### config.mk
export PLATFORM = sky130hd
export DESIGN_NAME = lsu_subword
export DESIGN_NICKNAME = d
export VERILOG_FILES = /design/src/rtl/lsu_subword.sv
export SDC_FILE = /design/constraint.sdc
export NUM_CORES = 1
export LEC_CHECK = 0
export CORE_UTILIZATION = 52
export DETAILED_ROUTE_END_ITERATION = 16
export PLACE_DENSITY = 0.87
export SYNTH_ARGS = -nofsm -noshare
export SYNTH_HDL_FRONTEND = slang
export SYNTH_SLANG_ARGS = --single-unit
### constraint.sdc
create_clock -name clk -period 6.1 [get_ports clk]
set_input_delay 0.61 -clock clk [delete_from_list [all_inputs] [get_ports clk]]
set_output_delay 0.61 -clock clk [all_outputs]
set_load 0.02 [all_outputs]
### src/rtl/lsu_subword.sv
`default_nettype none
// ============================================================================
//  Module      : lsu_subword
//  Description : Load/store unit in front of a word-only data memory. Applies
//                RV32I funct3 sizing: sub-word loads are lane-extracted and
//                sign/zero-extended, sub-word stores become a read-modify-write
//                of the containing word. Misaligned or illegal requests return
//                resp_err without touching memory.
//  Revision    : 1.0 - initial release
// ============================================================================
module lsu_subword #(
  parameter int XLEN            = 32,
  parameter bit ERR_ON_MISALIGN = 1'b1
) (
  input  logic            clk,
  input  logic            rstn,
  input  logic            req_valid,
  output logic            req_ready,
  input  logic            req_we,
  input  logic [2:0]      req_funct3,
  input  logic [XLEN-1:0] req_addr,
  input  logic [XLEN-1:0] req_wdata,
  output logic            resp_valid,
  output logic [XLEN-1:0] resp_rdata,
  output logic            resp_err,
  output logic [XLEN-1:0] dmem_a,
  output logic [XLEN-1:0] dmem_wd,
  output logic            dmem_we,
  input  logic [XLEN-1:0] dmem_rd
);

  typedef enum logic [1:0] {
    S_IDLE   = 2'd0,
    S_ACCESS = 2'd1,
    S_WRITE  = 2'd2,
    S_RESP   = 2'd3
  } state_t;

  localparam logic [1:0] c_SZ_B = 2'b00;
  localparam logic [1:0] c_SZ_H = 2'b01;
  localparam logic [1:0] c_SZ_W = 2'b10;

  state_t            r_state;
  state_t            w_state_nxt;

  logic [XLEN-1:0]   r_addr;
  logic [2:0]        r_funct3;
  logic              r_we;
  logic [XLEN-1:0]   r_wdata;
  logic              r_err;
  logic [XLEN-1:0]   r_rdata;
  logic [XLEN-1:0]   r_merge;

  logic              w_accept;
  logic              w_misalign;
  logic              w_illegal;
  logic              w_err;
  logic [XLEN-1:0]   w_addr_eff;
  logic [7:0]        w_byte;
  logic [15:0]       w_half;
  logic [XLEN-1:0]   w_load_data;
  logic [XLEN-1:0]   w_merge;
  logic [XLEN-1:0]   w_word_addr;

  assign w_accept    = req_valid & req_ready;
  assign w_word_addr = {r_addr[XLEN-1:2], 2'b00};

  // Classify the incoming request and compute its naturally aligned address
  always_comb begin
    w_misalign = 1'b0;
    w_illegal  = 1'b0;
    w_addr_eff = req_addr;
    case (req_funct3[1:0])
      c_SZ_H: begin
        w_misalign = req_addr[0];
        w_addr_eff = {req_addr[XLEN-1:1], 1'b0};
      end
      c_SZ_W: begin
        w_misalign = (req_addr[1:0] != 2'b00);
        w_addr_eff = {req_addr[XLEN-1:2], 2'b00};
      end
      default: ;
    endcase
    // 011, 110, 111 are undefined; BU/HU exist only as loads
    if ((req_funct3 == 3'b011) || (req_funct3[2:1] == 2'b11) || (req_we && req_funct3[2]))
      w_illegal = 1'b1;
    // With misalign errors disabled the masked address is simply used
    w_err = w_illegal | (ERR_ON_MISALIGN & w_misalign);
  end

  // Lane extraction for loads and lane replacement for sub-word stores
  always_comb begin
    w_byte      = dmem_rd[{r_addr[1:0], 3'b000} +: 8];
    w_half      = dmem_rd[{r_addr[1], 4'b0000} +: 16];
    w_load_data = dmem_rd;
    case (r_funct3)
      3'b000:  w_load_data = {{(XLEN-8){w_byte[7]}}, w_byte};
      3'b100:  w_load_data = {{(XLEN-8){1'b0}}, w_byte};
      3'b001:  w_load_data = {{(XLEN-16){w_half[15]}}, w_half};
      3'b101:  w_load_data = {{(XLEN-16){1'b0}}, w_half};
      default: w_load_data = dmem_rd;
    endcase
    w_merge = dmem_rd;
    if (r_funct3[1:0] == c_SZ_B)
      w_merge[{r_addr[1:0], 3'b000} +: 8] = r_wdata[7:0];
    else
      w_merge[{r_addr[1], 4'b0000} +: 16] = r_wdata[15:0];
  end

  // State register
  always_ff @(posedge clk or negedge rstn) begin
    if (!rstn) r_state <= S_IDLE;
    else       r_state <= w_state_nxt;
  end

  // Request latch, load result and merge word
  always_ff @(posedge clk or negedge rstn) begin
    if (!rstn) begin
      r_addr   <= '0;
      r_funct3 <= '0;
      r_we     <= 1'b0;
      r_wdata  <= '0;
      r_err    <= 1'b0;
      r_rdata  <= '0;
      r_merge  <= '0;
    end else begin
      if (w_accept) begin
        r_addr   <= w_addr_eff;
        r_funct3 <= req_funct3;
        r_we     <= req_we;
        r_wdata  <= req_wdata;
        r_err    <= w_err;
        r_rdata  <= '0;
      end else if (r_state == S_ACCESS) begin
        if (!r_we) r_rdata <= w_load_data;
        else       r_merge <= w_merge;
      end
    end
  end

  // Next-state and output decode; rstn gates the outputs so a reset drops them at once
  always_comb begin
    w_state_nxt = r_state;
    req_ready   = 1'b0;
    resp_valid  = 1'b0;
    resp_err    = 1'b0;
    dmem_a      = '0;
    dmem_we     = 1'b0;
    dmem_wd     = '0;
    case (r_state)
      S_IDLE: begin
        req_ready = rstn;
        if (w_accept) w_state_nxt = w_err ? S_RESP : S_ACCESS;
      end
      S_ACCESS: begin
        dmem_a = w_word_addr;
        if (r_we && (r_funct3[1:0] == c_SZ_W)) begin
          dmem_we     = rstn;
          dmem_wd     = r_wdata;
          w_state_nxt = S_RESP;
        end else if (r_we) begin
          w_state_nxt = S_WRITE;
        end else begin
          w_state_nxt = S_RESP;
        end
      end
      S_WRITE: begin
        dmem_a      = w_word_addr;
        dmem_we     = rstn;
        dmem_wd     = r_merge;
        w_state_nxt = S_RESP;
      end
      S_RESP: begin
        dmem_a      = w_word_addr;
        resp_valid  = 1'b1;
        resp_err    = r_err;
        w_state_nxt = S_IDLE;
      end
      default: w_state_nxt = S_IDLE;
    endcase
    if (!dmem_we) dmem_wd = '0;
  end

  assign resp_rdata = r_rdata;

endmodule
`default_nettype wire
Yosys cells after proc, flatten, opt, wreduce, memory -nomap -nowiden
Index checks and enable logic that the tools add are counted.
{"block": "totals", "ff_bits": 135, "mem_bits_rw": 0, "out_inout_bits": 100, "romBits": 0, "latch_bits": 0, "n_memories": 0}
{"block": "classes", "mul": 0, "eq_ne": 13, "mux": 24, "bitwise": 3, "n_reduce_logical": 12, "n_addsub": 2, "shifts": 6, "n_div": 0, "magnitude_cmp": 0}
{"cell": "$mux W32", "count": 7}
{"cell": "$pmux W32 S4", "count": 1}
{"cell": "$bwmux W32", "count": 2}
{"cell": "$pmux W32 S2", "count": 1}
{"cell": "$shift A16 B7 Y32 const A", "count": 1}
{"cell": "$shift A8 B7 Y32 const A", "count": 1}
{"cell": "$shiftx A16 B7 Y32", "count": 1}
{"cell": "$shiftx A32 B6 Y16", "count": 1}
{"cell": "$shiftx A32 B6 Y8", "count": 1}
{"cell": "$shiftx A8 B7 Y32", "count": 1}
{"cell": "$neg A5 Y7", "count": 2}
{"cell": "$eq A2 B2 Y1 const B", "count": 5}
{"cell": "$pmux W2 S4", "count": 1}
{"cell": "$mux W1", "count": 7}
{"cell": "$eq A3 B3 Y1 const B", "count": 2}
{"cell": "$eq A2 B1 Y1 const B", "count": 2}
{"cell": "$logic_not A2 Y1", "count": 2}
{"cell": "$mux W2", "count": 2}
{"cell": "$pmux W1 S2", "count": 2}
{"cell": "$pmux W2 S2", "count": 1}
{"cell": "$reduce_bool A2 Y1", "count": 2}
{"cell": "$eq A3 B1 Y1 const B", "count": 1}
{"cell": "$eq A3 B2 Y1 const B", "count": 1}
{"cell": "$logic_not A3 Y1", "count": 1}
{"cell": "10 further kinds", "count": 12}

Depth between registers and ports, before layout
Gate-level depths: netlist of the first run.
{"block": "depth", "ltp_word": 8, "mapped_depth": 8, "depth_no_buf": 6}

Worst setup path before layout of the first run
No wires, ideal clock.
{"block": "synth_timing", "path_kind": "register to output", "from": "register r_state[1]", "to": "output port dmem_wd[12]", "path_stages_with_launch": 8, "arrival_time_ns": 1.714, "required_ns": 5.490, "slack_ns": 3.776, "path_cell_list": "dfrtp_1 -> inv_1 -> ha_1 -> nand2_1 -> nor3_2 -> o211ai_1 -> clkbuf_1 -> nor2_1"}
{"block": "synth_via", "elab_chain_len": 3, "elab_cells_between_ends": 5}
{"item": "start, declared", "line": "43", "source": "state_t r_state;"}
{"item": "start signal, assigned", "line": "113", "source": "else r_state <= w_state_nxt;"}
{"item": "$eq A2 B2 Y1 or $eq A2 B1 Y1 (tied branches)", "line": "150", "source": "case (r_state)"}
{"item": "$pmux W32 S2 or $pmux W1 S2 (tied branches)", "line": "150"}
{"item": "$mux W32 *", "line": "181", "source": "if (!dmem_we) dmem_wd = '0;"}
{"item": "end, declared", "line": "27", "source": "output logic [XLEN-1:0] dmem_wd,"}
Every way passes the cells marked *; elsewhere a longest branch is shown, timed or not.

Worst setup path after layout of the first run
{"block": "layout_timing", "from": "register r_funct3[1]", "to": "output port dmem_wd[14]"}
{"block": "layout_via", "elab_chain_len": 5, "elab_cells_between_ends": 7}
{"item": "start, declared", "line": "47", "source": "logic [2:0] r_funct3;"}
{"item": "start signal, assigned", "line": "129", "source": "r_funct3 <= req_funct3;"}
{"item": "$eq A2 B2 Y1 *", "line": "157", "source": "if (r_we && (r_funct3[1:0] == c_SZ_W)) begin"}
{"item": "$logic_and A1 B1 Y1 *", "line": "157"}
{"item": "$mux W32 or $mux W1 (tied branches)", "line": "157"}
{"item": "$pmux W32 S2 or $pmux W1 S2 (tied branches)", "line": "150"}
{"item": "$mux W32 *", "line": "181"}
Marked as above.

==> results of run 1 <==
cells in the final DEF (no fill, tap or decap), types with 6 or more instances in the layout:
master and count:
nand2_1 227, clkdlybuf4s50_1 199, dfrtp_1 135, a22oi_1 48, nor2_1 46, a221o_1 34
o21ai_0 34, nor2b_1 31, a22o_1 21, a21oi_1 20, mux2i_1 19, clkbuf_16 17
ha_1 13, inv_1 10, buf_4 10, mux2_2 6, clkbuf_8 6
critical path: stages, from the launching register on:
cell and delay (ns):
dfrtp_1 0.77, inv_1 0.37, nor3_4 0.25, buf_4 0.36, o211ai_1 0.14, buf_4 0.28
nor2_1 0.15, clkdlybuf4s50_1 0.61
stage by stage:
step / cells / hold slack [ns] / util / cell area [um2] / power (mW)
5_1_grt: 1119 / 0.205 / 0.749 / 9600 / 5.36
2_1_floorplan: 763 / 0.314 / - / 6960 / 3.11
6_report: 1119 / 0.171 / 0.749 / 9600 / 5.04
3_3_place_gp: 1089 / 0.450 / 0.703 / 9010 / 3.94
3_5_place_dp: 1089 / 0.455 / 0.703 / 9010 / 4.00
4_1_cts: 1119 / 0.184 / 0.749 / 9600 / 5.05
flip-flops by register name, indices dropped and copies added, names as in the netlist:
signal,count
resp_rdata,32
r_merge,32
r_state,2
r_wdata,32
r_we,1
r_funct3,3
r_addr,32
r_err,1
where the power goes:
| group | internal [mW] | switching [mW] | leakage (nW) |
|---|---|---|---|
| logic | 1.05 | 1.28 | 2.24 |
| registers | 1.33 | 0.367 | 1.70 |
| clock network | 0.663 | 0.354 | 0.287 |
| total | 3.04 | 2.00 | 4.23 |
worst paths after layout:
check	start	endpoint	cells past startpoint
max	r_funct3[1]	dmem_wd[14]	7
max reg2reg	r_funct3[1]	resp_rdata[28]	3
min in group clk	r_addr[16]	r_addr[16]	2
max in group asynchronous	rstn	resp_rdata[12]	2
min	rstn	r_merge[21]	1
min reg2reg	r_addr[16]	r_addr[16]	2
kinds of logic after synthesis:
kind of cell,Yosys count
other cells,1
flops,135
compound gates,186
mux,26
fa+ha+maj,13
buf+inv,67
simple gates,334
layer usage:
metal	track usage	share of wire
met3	0.0993	0.098
met2	0.464	0.46
met4	0.144	0.030
met5	0	0
met1	0.399	0.41
final cells by class:
class	count	area share
sequential	135	0.352
multi-input combinational	561	0.344
timing repair buffer	210	0.216
clock buffer	28	0.0549
tap	172	0.0224
clock inverter	2	0.00626
inverter	11	0.00430
==> metrics.cfg, run 1 <==
[run_status]
outcome = finished, final reports clean

[clocking]
clockRootBuffer = clkbuf_16
cts_setup_buffers = 0
cts_buffers = 17
cts_hold_buf = 0
cts.sinks = 135
clk_pin_slew_ns = 0.06
cts_resized = 0
cts_tree = yes
cts_buffer_depth = 2
insertion_delay_ns = 0.42
htree_num_levels = 4

[layout]
multi_input_area_um2 = 3300
n_antenna_cell = 0
layout-drive-gt1-share = 0.0612
area_growth_pct = 38.1
regArea_um2 = 3380
nets = 1052
fillers = 953

[timing]
worst_slew_pin_slew_ns = 1.10
fmax_ghz = 0.250
finClkSkew_ns = 0.00719
maxSlewViolCount = 0
rsz0062_at_grt = no
period_minus_slack_ns = 4.00
hold_viol = 0
setup_viol = 0
tns_ns = 0
fin_crit_sh = 0.656
maxSlewHeadroom = 0.267
worst_slack_ns = 2.10

[drt]
viasPerCell = 5.78
ant_nets = 0
routed-via-count = 6468
routedWlPerCell_um = 18.2
initialDrtViolationCount = 649
routed_wirelength_um = 20400
dr.pass1.iters = 6
drc = 0

[logic_synthesis]
synthMuxAreaShare = 0.0403
yosysMostFrequentCell = nand2_1
synth.avg_cell_area_um2 = 9.13
synth.area.top_cells = dfrtp_1 49%, nand2_1 12%, a22oi_1 5.2%, a221o_1 4.9%, nor2b_1 2.8%
synthFlopType = dfrtp_1
syn_area_um2 = 6950
synth_top_area_frac = 0.486
synth_cells = 762
ys_warn_count = 0
ys_seq_elements = 135
synth_cell_type_count = 50
yosysSeqAreaShare = 0.486
synth_enable_flop_cells = 0
synthTopCellsByCount = 227 x nand2_1, 135 x dfrtp_1, 48 x a22oi_1
synth-simple-area-share = 0.206
synth_top_family_by_area = simple AND/OR/NAND/NOR gates
synth_compound_area_frac = 0.202
async_reset_ff_frac = 1.00
synth_area_leader_cell = dfrtp_1
synth_adder_area_share = 0.0234
synth_xor_area_frac = 0

[global_route]
grt_pass1_vias = 6243
grt_pass1_wl_um = 33100
grt_util_all_layers = 0.307
gr-total-overflow = 0
antenna_found_initial = 0
grt_max_degree = 78

[pwr]
ir_drop_mv = 0.319
power_density_nw_per_um2 = 525
p_leak_nw = 4.23

[setup_path]
cp-start-kind = flip-flop
reg2reg_slack_ns = 3.66
worstPathRequired_ns = 5.49
cp-end-kind = output port
crit_type = flip-flop to output port
cp_max_fo = 33
worstPathArrival_ns = 3.39

[flow_run]
drv_cap = 0

[floorplanning]
initial_utilization = 0.542
die_h_um = 118
rows = 41
ios = 203
dieArea_um2 = 13800
die_width_um = 118
core_area_um2 = 12800

[worst_hold_path]
hp-class = primary input to asynchronous set/reset pin

[place]
gp_congestion = 0.918
post-dp-hpwl_um = 14000
port_buffers = 200
preCtsSetupSlack_ns = 2.57

(Power assumes the default switching activity.)
==> inputs of run 2 (changes only) <==
--- a/config.mk
+++ b/config.mk
@@ -5,9 +5,9 @@
 export SDC_FILE = /design/constraint.sdc
 export NUM_CORES = 1
 export LEC_CHECK = 0
-export CORE_UTILIZATION = 52
+export CORE_UTILIZATION = 48
 export DETAILED_ROUTE_END_ITERATION = 16
-export PLACE_DENSITY = 0.87
+export PLACE_DENSITY = 0.81
 export SYNTH_ARGS = -nofsm -noshare
 export SYNTH_HDL_FRONTEND = slang
 export SYNTH_SLANG_ARGS = --single-unit
==> constraint.sdc (replaced) <==
create_clock -name clk -period 3.8 [get_ports clk]
set_input_delay 0.38 -clock clk [delete_from_list [all_inputs] [get_ports clk]]
set_output_delay 0.38 -clock clk [all_outputs]
set_load 0.02 [all_outputs]
==> run 2 against run 1 <==
Compared with the run above: clock skew increased by 0.0011 ns; utilization shrank 5.7 points; flip-flop and latch count stayed put; first-iteration DRC count decreased by 21%; non-clock buffer count rose by 6.
==> metrics.cfg, run 2 (same netlist as run 1, synthesis figures left out) <==
[run_status]
outcome = finished, final reports clean  ; unchanged

[worst_hold_path]
hold_path_depth = 2
hold_path_end = r_addr[17]
min_from = r_addr[17]
hp-class = flip-flop to flip-flop  ; was primary input to asynchronous set/reset pin

[layout]
nets = 1058  ; was 1052
n_antenna_cell = 0  ; unchanged
layout-drive-gt1-share = 0.0723  ; was 0.0612
final_cell_mix = 227 x nand2_1, 199 x clkdlybuf4s50_1, 135 x dfrtp_1, 48 x a22oi_1, 46 x nor2_1  ; unchanged
area_growth_pct = 39.1  ; was 38.1%
instances_no_fill = 1134  ; was 1119
final_common_cell = nand2_1  ; unchanged
fillers = 1132  ; was 953

[timing]
maxSlewViolCount = 0  ; unchanged
fin_crit_sh = 0.906
setup_viol = 0  ; unchanged
tns_ns = 0  ; unchanged
fmax_ghz = 0.291
period_minus_slack_ns = 3.44
whs_ns = 0.465  ; was 0.171 ns
finClkSkew_ns = 0.00831  ; was 0.00719 ns
maxSlewHeadroom = 0.257  ; was 0.267
worst_slew_pin_slew_ns = 1.11  ; was 1.10 ns
hold_viol = 0  ; unchanged
rsz0062_at_grt = no  ; unchanged

[setup_path]
crit_type = flip-flop to output port  ; unchanged
regToRegStartpoint = r_addr[1]  ; was r_funct3[1]
startpoint = r_funct3[1]  ; unchanged
worstPathArrival_ns = 3.06  ; was 3.39 ns
worstPathRequired_ns = 3.42  ; was 5.49 ns
worstPathCellList = inv_1 -> nor3_4 -> buf_4 -> a22oi_1 -> nor2_1 -> clkdlybuf4s50_1  ; was inv_1 -> nor3_4 -> buf_4 -> o211ai_1 -> buf_4 -> nor2_1 -> clkdlybuf4s50_1
cp_max_fo = 32  ; was 33
cp_slowest_cell = dfrtp_1  ; unchanged
cp-start-kind = flip-flop  ; unchanged
reg2reg_to = r_merge[2]  ; was resp_rdata[28]
critical_path.max_stage_delay_ns = 0.76  ; was 0.77 ns
rr_worst_depth = 6  ; was 3
reg2reg_slack_ns = 1.31  ; was 3.66 ns
cp-end-kind = output port  ; unchanged

[global_route]
gr-total-overflow = 0  ; unchanged
grt_max_degree = 74  ; was 78
grt_pass1_wl_um = 33100  ; about the same
grt_pass1_vias = 6298  ; was 6243
antenna_found_initial = 0  ; unchanged
grt_util_all_layers = 0.293  ; was 0.307

[floorplanning]
die_h_um = 122  ; was 118 um
initial_utilization = 0.497  ; was 0.542
dieArea_um2 = 15000  ; was 13800 um2
die_width_um = 122  ; was 118 um
rows = 43  ; was 41
ios = 203  ; unchanged
core_area_um2 = 14000  ; was 12800 um2

[pwr]
ir_drop_mv = 0.424  ; was 0.319 mV
power_density_nw_per_um2 = 846  ; was 525 nW/um2
p_leak_nw = 4.27  ; was 4.23 nW

[drt]
dr.pass1.iters = 6  ; unchanged
routedWlPerCell_um = 18.5  ; was 18.2 um
initialDrtViolationCount = 510  ; was 649
routed_wirelength_um = 21000  ; was 20400 um
ant_nets = 0  ; unchanged
drc = 0  ; unchanged
routed-via-count = 6448  ; was 6468
viasPerCell = 5.69  ; was 5.78

[clocking]
cts_buffer_depth = 2  ; unchanged
cts_setup_buffers = 0  ; unchanged
insertion_delay_ns = 0.42  ; about the same
htree_num_levels = 4  ; unchanged
cts_tree = yes  ; unchanged
clk_pin_slew_ns = 0.06  ; about the same
clockRootBuffer = clkbuf_16  ; unchanged
cts_resized = 0  ; unchanged
cts.sinks = 135  ; unchanged
cts_hold_buf = 1  ; was 0
cts_buffers = 17  ; unchanged

[place]
post-dp-hpwl_um = 14700  ; was 14000 um
dp.cells = 1102  ; was 1089
gp_congestion = 0.924  ; was 0.918
port_buffers = 200  ; unchanged

[flow_run]
drv_cap = 0  ; unchanged

==> run 2: how the worst max path moves through the flow <==
stage	end	slack (ns)	cells past startpoint
final	dmem_wd[8]	0.36	6
after global routing	dmem_wd[8]	0.11	6
after CTS	dmem_wd[8]	0.40	6
after detailed placement	dmem_wd[8]	0.84	6
after global placement	dmem_wd[5]	0.94	6
after floorplan	dmem_wd[12]	1.71	7
==> run 2: layout make-up <==
type,count,area (um2),area share
multi-input combinational,561,3300,0.341
inverter,11,41.3,0.00427
timing repair buffer,216,2130,0.220
tap,180,225,0.0233
clock inverter,8,93.8,0.00970
clock buffer,23,508,0.0525
sequential,135,3380,0.349
==> run 2: power breakdown <==
group,total (mW),switching [mW],internal (mW),leakage (nW)
Combinational,3.75,2.04,1.71,2.27
Clock,1.66,0.597,1.06,0.305
Sequential,2.78,0.646,2.13,1.70
Total,8.18,3.28,4.90,4.27
==> run 2: per-stage QoR <==
stage	worst slack [ns]	power (mW)	utilization	instance area, um2
6_report	0.358	8.18	0.692	9670
5_1_grt	0.108	8.69	0.692	9670
4_1_cts	0.397	8.19	0.692	9670
3_5_place_dp	0.841	6.49	0.648	9060
3_3_place_gp	0.942	6.40	0.648	9060
2_1_floorplan	1.71	4.99	-	6960
==> run 2: critical path: cells and delay by family, from the launching register on <==
kind / cells / cell delay (ns)
flops: 1 / 0.76
simple gates: 2 / 0.40
buf+inv: 3 / 1.34
compound gates: 1 / 0.15
==> run 2: per-layer routing <==
layer / vias up / GRT usage / part of all wire
met2: 325 / 0.451 / 0.46
met1: 3056 / 0.374 / 0.42
met4: 0 / 0.128 / 0.029
met3: 48 / 0.0985 / 0.10
met5: - / 0 / 0
li1: 3019 / - / -
==> inputs of run 3 (changes only) <==
--- a/config.mk
+++ b/config.mk
@@ -5,9 +5,9 @@
 export SDC_FILE = /design/constraint.sdc
 export NUM_CORES = 1
 export LEC_CHECK = 0
-export CORE_UTILIZATION = 48
+export CORE_UTILIZATION = 30
 export DETAILED_ROUTE_END_ITERATION = 16
-export PLACE_DENSITY = 0.81
+export GPL_TIMING_DRIVEN = 0
 export SYNTH_ARGS = -nofsm -noshare
 export SYNTH_HDL_FRONTEND = slang
 export SYNTH_SLANG_ARGS = --single-unit
==> run 3 against run 2 <==
Compared with the run above: the flow now finishes with violations (hold timing); setup slack worse by 0.13 ns; first-iteration DRC count is 23% lower; via count grew 0.92%; combinational power grew 5.9%; die area rose by 59%; clock skew is essentially flat; register-to-register slack better by 0.15 ns; sequential power shrank 4%; worst hold slack got worse by 0.49 ns; non-clock buffer count grew 43; critical path type unchanged; highest routed layer unchanged.
==> metrics.cfg, run 3 (same netlist as run 1, synthesis figures left out) <==
[setup_path]
crit_type = flip-flop to output port  ; unchanged
regToRegStartpoint = r_addr[1]  ; unchanged
worstPathArrival_ns = 3.19  ; was 3.06 ns
worstPathRequired_ns = 3.42  ; about the same
cp-start-kind = flip-flop  ; unchanged
startpoint = r_state[1]  ; was r_funct3[1]
cp_max_fo = 10  ; was 32
cp-end-kind = output port  ; unchanged

[layout]
final_area_um2 = 9990  ; was 9670 um2
area_growth_pct = 43.7  ; was 39.1%
layout-drive-gt1-share = 0.0721  ; was 0.0723
final_common_cell = nand2_1  ; unchanged
instances_no_fill = 1284  ; was 1134
multi_input_area_um2 = 3290  ; was 3300 um2
regArea_um2 = 3380  ; unchanged
fillers = 2280  ; was 1132
final_cell_mix = 227 x nand2_1, 199 x clkdlybuf4s50_1, 135 x dfrtp_1, 48 x a22oi_1, 47 x nor2_1  ; was 227 x nand2_1, 199 x clkdlybuf4s50_1, 135 x dfrtp_1, 48 x a22oi_1, 46 x nor2_1
nets = 1101  ; was 1058

[timing]
hold_viol = 8  ; was 0
worst_slew_pin_slew_ns = 0.745  ; was 1.11 ns
fin_crit_sh = 0.941  ; was 0.906
whs_ns = -0.0288  ; was 0.465 ns
maxSlewHeadroom = 0.503  ; was 0.257
period_minus_slack_ns = 3.57  ; was 3.44 ns
finClkSkew_ns = 0.00842  ; was 0.00831 ns
setup_viol = 0  ; unchanged
fmax_ghz = 0.280  ; was 0.291 GHz
maxSlewViolCount = 0  ; unchanged
rsz0062_at_grt = no  ; unchanged

[flow_run]
drv_cap = 0  ; unchanged

[floorplanning]
dieArea_um2 = 23800  ; was 15000 um2
initial_utilization = 0.306  ; was 0.497
die_h_um = 154  ; was 122 um
ios = 203  ; unchanged
die_width_um = 154  ; was 122 um
rows = 55  ; was 43
core_area_um2 = 22700  ; was 14000 um2

[global_route]
gr-total-overflow = 0  ; unchanged
grt_pass1_vias = 6432  ; was 6298
grt_max_degree = 78  ; was 74
grt_pass1_wl_um = 37200  ; was 33100 um
antenna_found_initial = 1  ; was 0
grt_util_all_layers = 0.207  ; was 0.293

[drt]
ant_nets = 0  ; unchanged
drc = 0  ; unchanged
routed_wirelength_um = 24000  ; was 21000 um
initialDrtViolationCount = 395  ; was 510
dr.pass1.iters = 5  ; was 6
viasPerCell = 5.07  ; was 5.69
routedWlPerCell_um = 18.7  ; was 18.5 um
routed-via-count = 6507  ; was 6448

[clocking]
cts_buffers = 17  ; unchanged
cts_tree = yes  ; unchanged
cts_hold_buf = 0  ; was 1
clk_pin_slew_ns = 0.06  ; about the same
cts.sinks = 135  ; unchanged
cts_resized = 0  ; unchanged
insertion_delay_ns = 0.43  ; was 0.42 ns
cts_setup_buffers = 0  ; unchanged
htree_num_levels = 4  ; unchanged
cts_buffer_depth = 2  ; unchanged
clockRootBuffer = clkbuf_16  ; unchanged

[pwr]
power_density_nw_per_um2 = 840  ; was 846 nW/um2
p_leak_nw = 4.33  ; was 4.27 nW
power_mw = 8.39  ; was 8.18 mW
ir_drop_mv = 0.462  ; was 0.424 mV

[run_status]
outcome = finished, violations left  ; was finished, final reports clean
violations = hold timing

[place]
place_area_um2 = 9350  ; was 9060 um2
port_buffers = 200  ; unchanged
dp.cells = 1249  ; was 1102
post-dp-hpwl_um = 18000  ; was 14700 um
gp_congestion = 0.864  ; was 0.924

[worst_hold_path]
hp-class = primary input to asynchronous set/reset pin  ; was flip-flop to flip-flop

-- run 3: where the power goes --
group          leakage, nW  total [mW]  switching, mW  internal [mW]
registers             1.70        2.68          0.549           2.13
logic                 2.34        3.97           2.22           1.76
clock network        0.298        1.74          0.655           1.08
total                 4.33        8.39           3.42           4.97
-- run 3: worst paths after layout --
path | cells past startpoint | endpoint | slack, ns
worst max-delay path | 8 | dmem_wd[0] | 0.23
worst min-delay path | 1 | r_addr[30] | -0.03
worst max register to register | 8 | r_merge[13] | 1.46
worst min register to register | 2 | r_addr[22] | 0.47
max in group asynchronous | 2 | r_merge[18] | 3.00
min in group clk | 2 | r_addr[22] | 0.47
-- run 3: worst max-delay path: stages, from the launching register on --
cell and delay [ns]:
dfrtp_1 0.41, inv_1 0.12, ha_1 0.22, nand2_1 0.08, nor3_2 0.42, clkbuf_1 0.54
a22oi_1 0.15, nor2_1 0.20, clkdlybuf4s50_1 0.63
-- run 3: area by class of cell --
cell class | count | area share
Antenna cell | 1 | 0.000250
Buffer | 56 | 0.0253
Clock buffer | 20 | 0.0467
Clock inverter | 12 | 0.0150
Inverter | 11 | 0.00413
Multi-Input combinational cell | 561 | 0.329
Sequential cell | 135 | 0.338
Tap cell | 285 | 0.0357
Timing Repair Buffer | 203 | 0.206
-- run 3: routing by layer --
metal  vias to the layer above  track usage  wire length (um)  share of wire
met5                         -            0                 0              0
met4                         0       0.0580               374          0.016
met3                        28       0.0664              2400           0.10
met2                       308        0.320             10900           0.45
met1                      3063        0.277             10300           0.43
li1                       3108            -                 -              -
-- run 3: per-stage QoR --
stage	hold slack [ns]	setup TNS, ns	worst slack, ns	utilization
floorplan	0.0844	0	1.71	-
global placement	0.450	-1169.08	-5.58	0.410
CTS	0.0189	0	0.0270	0.439
detailed placement	0.454	0	0.490	0.412
finish	-0.0288	0	0.226	0.440
global route	0.0361	0	0.0587	0.440
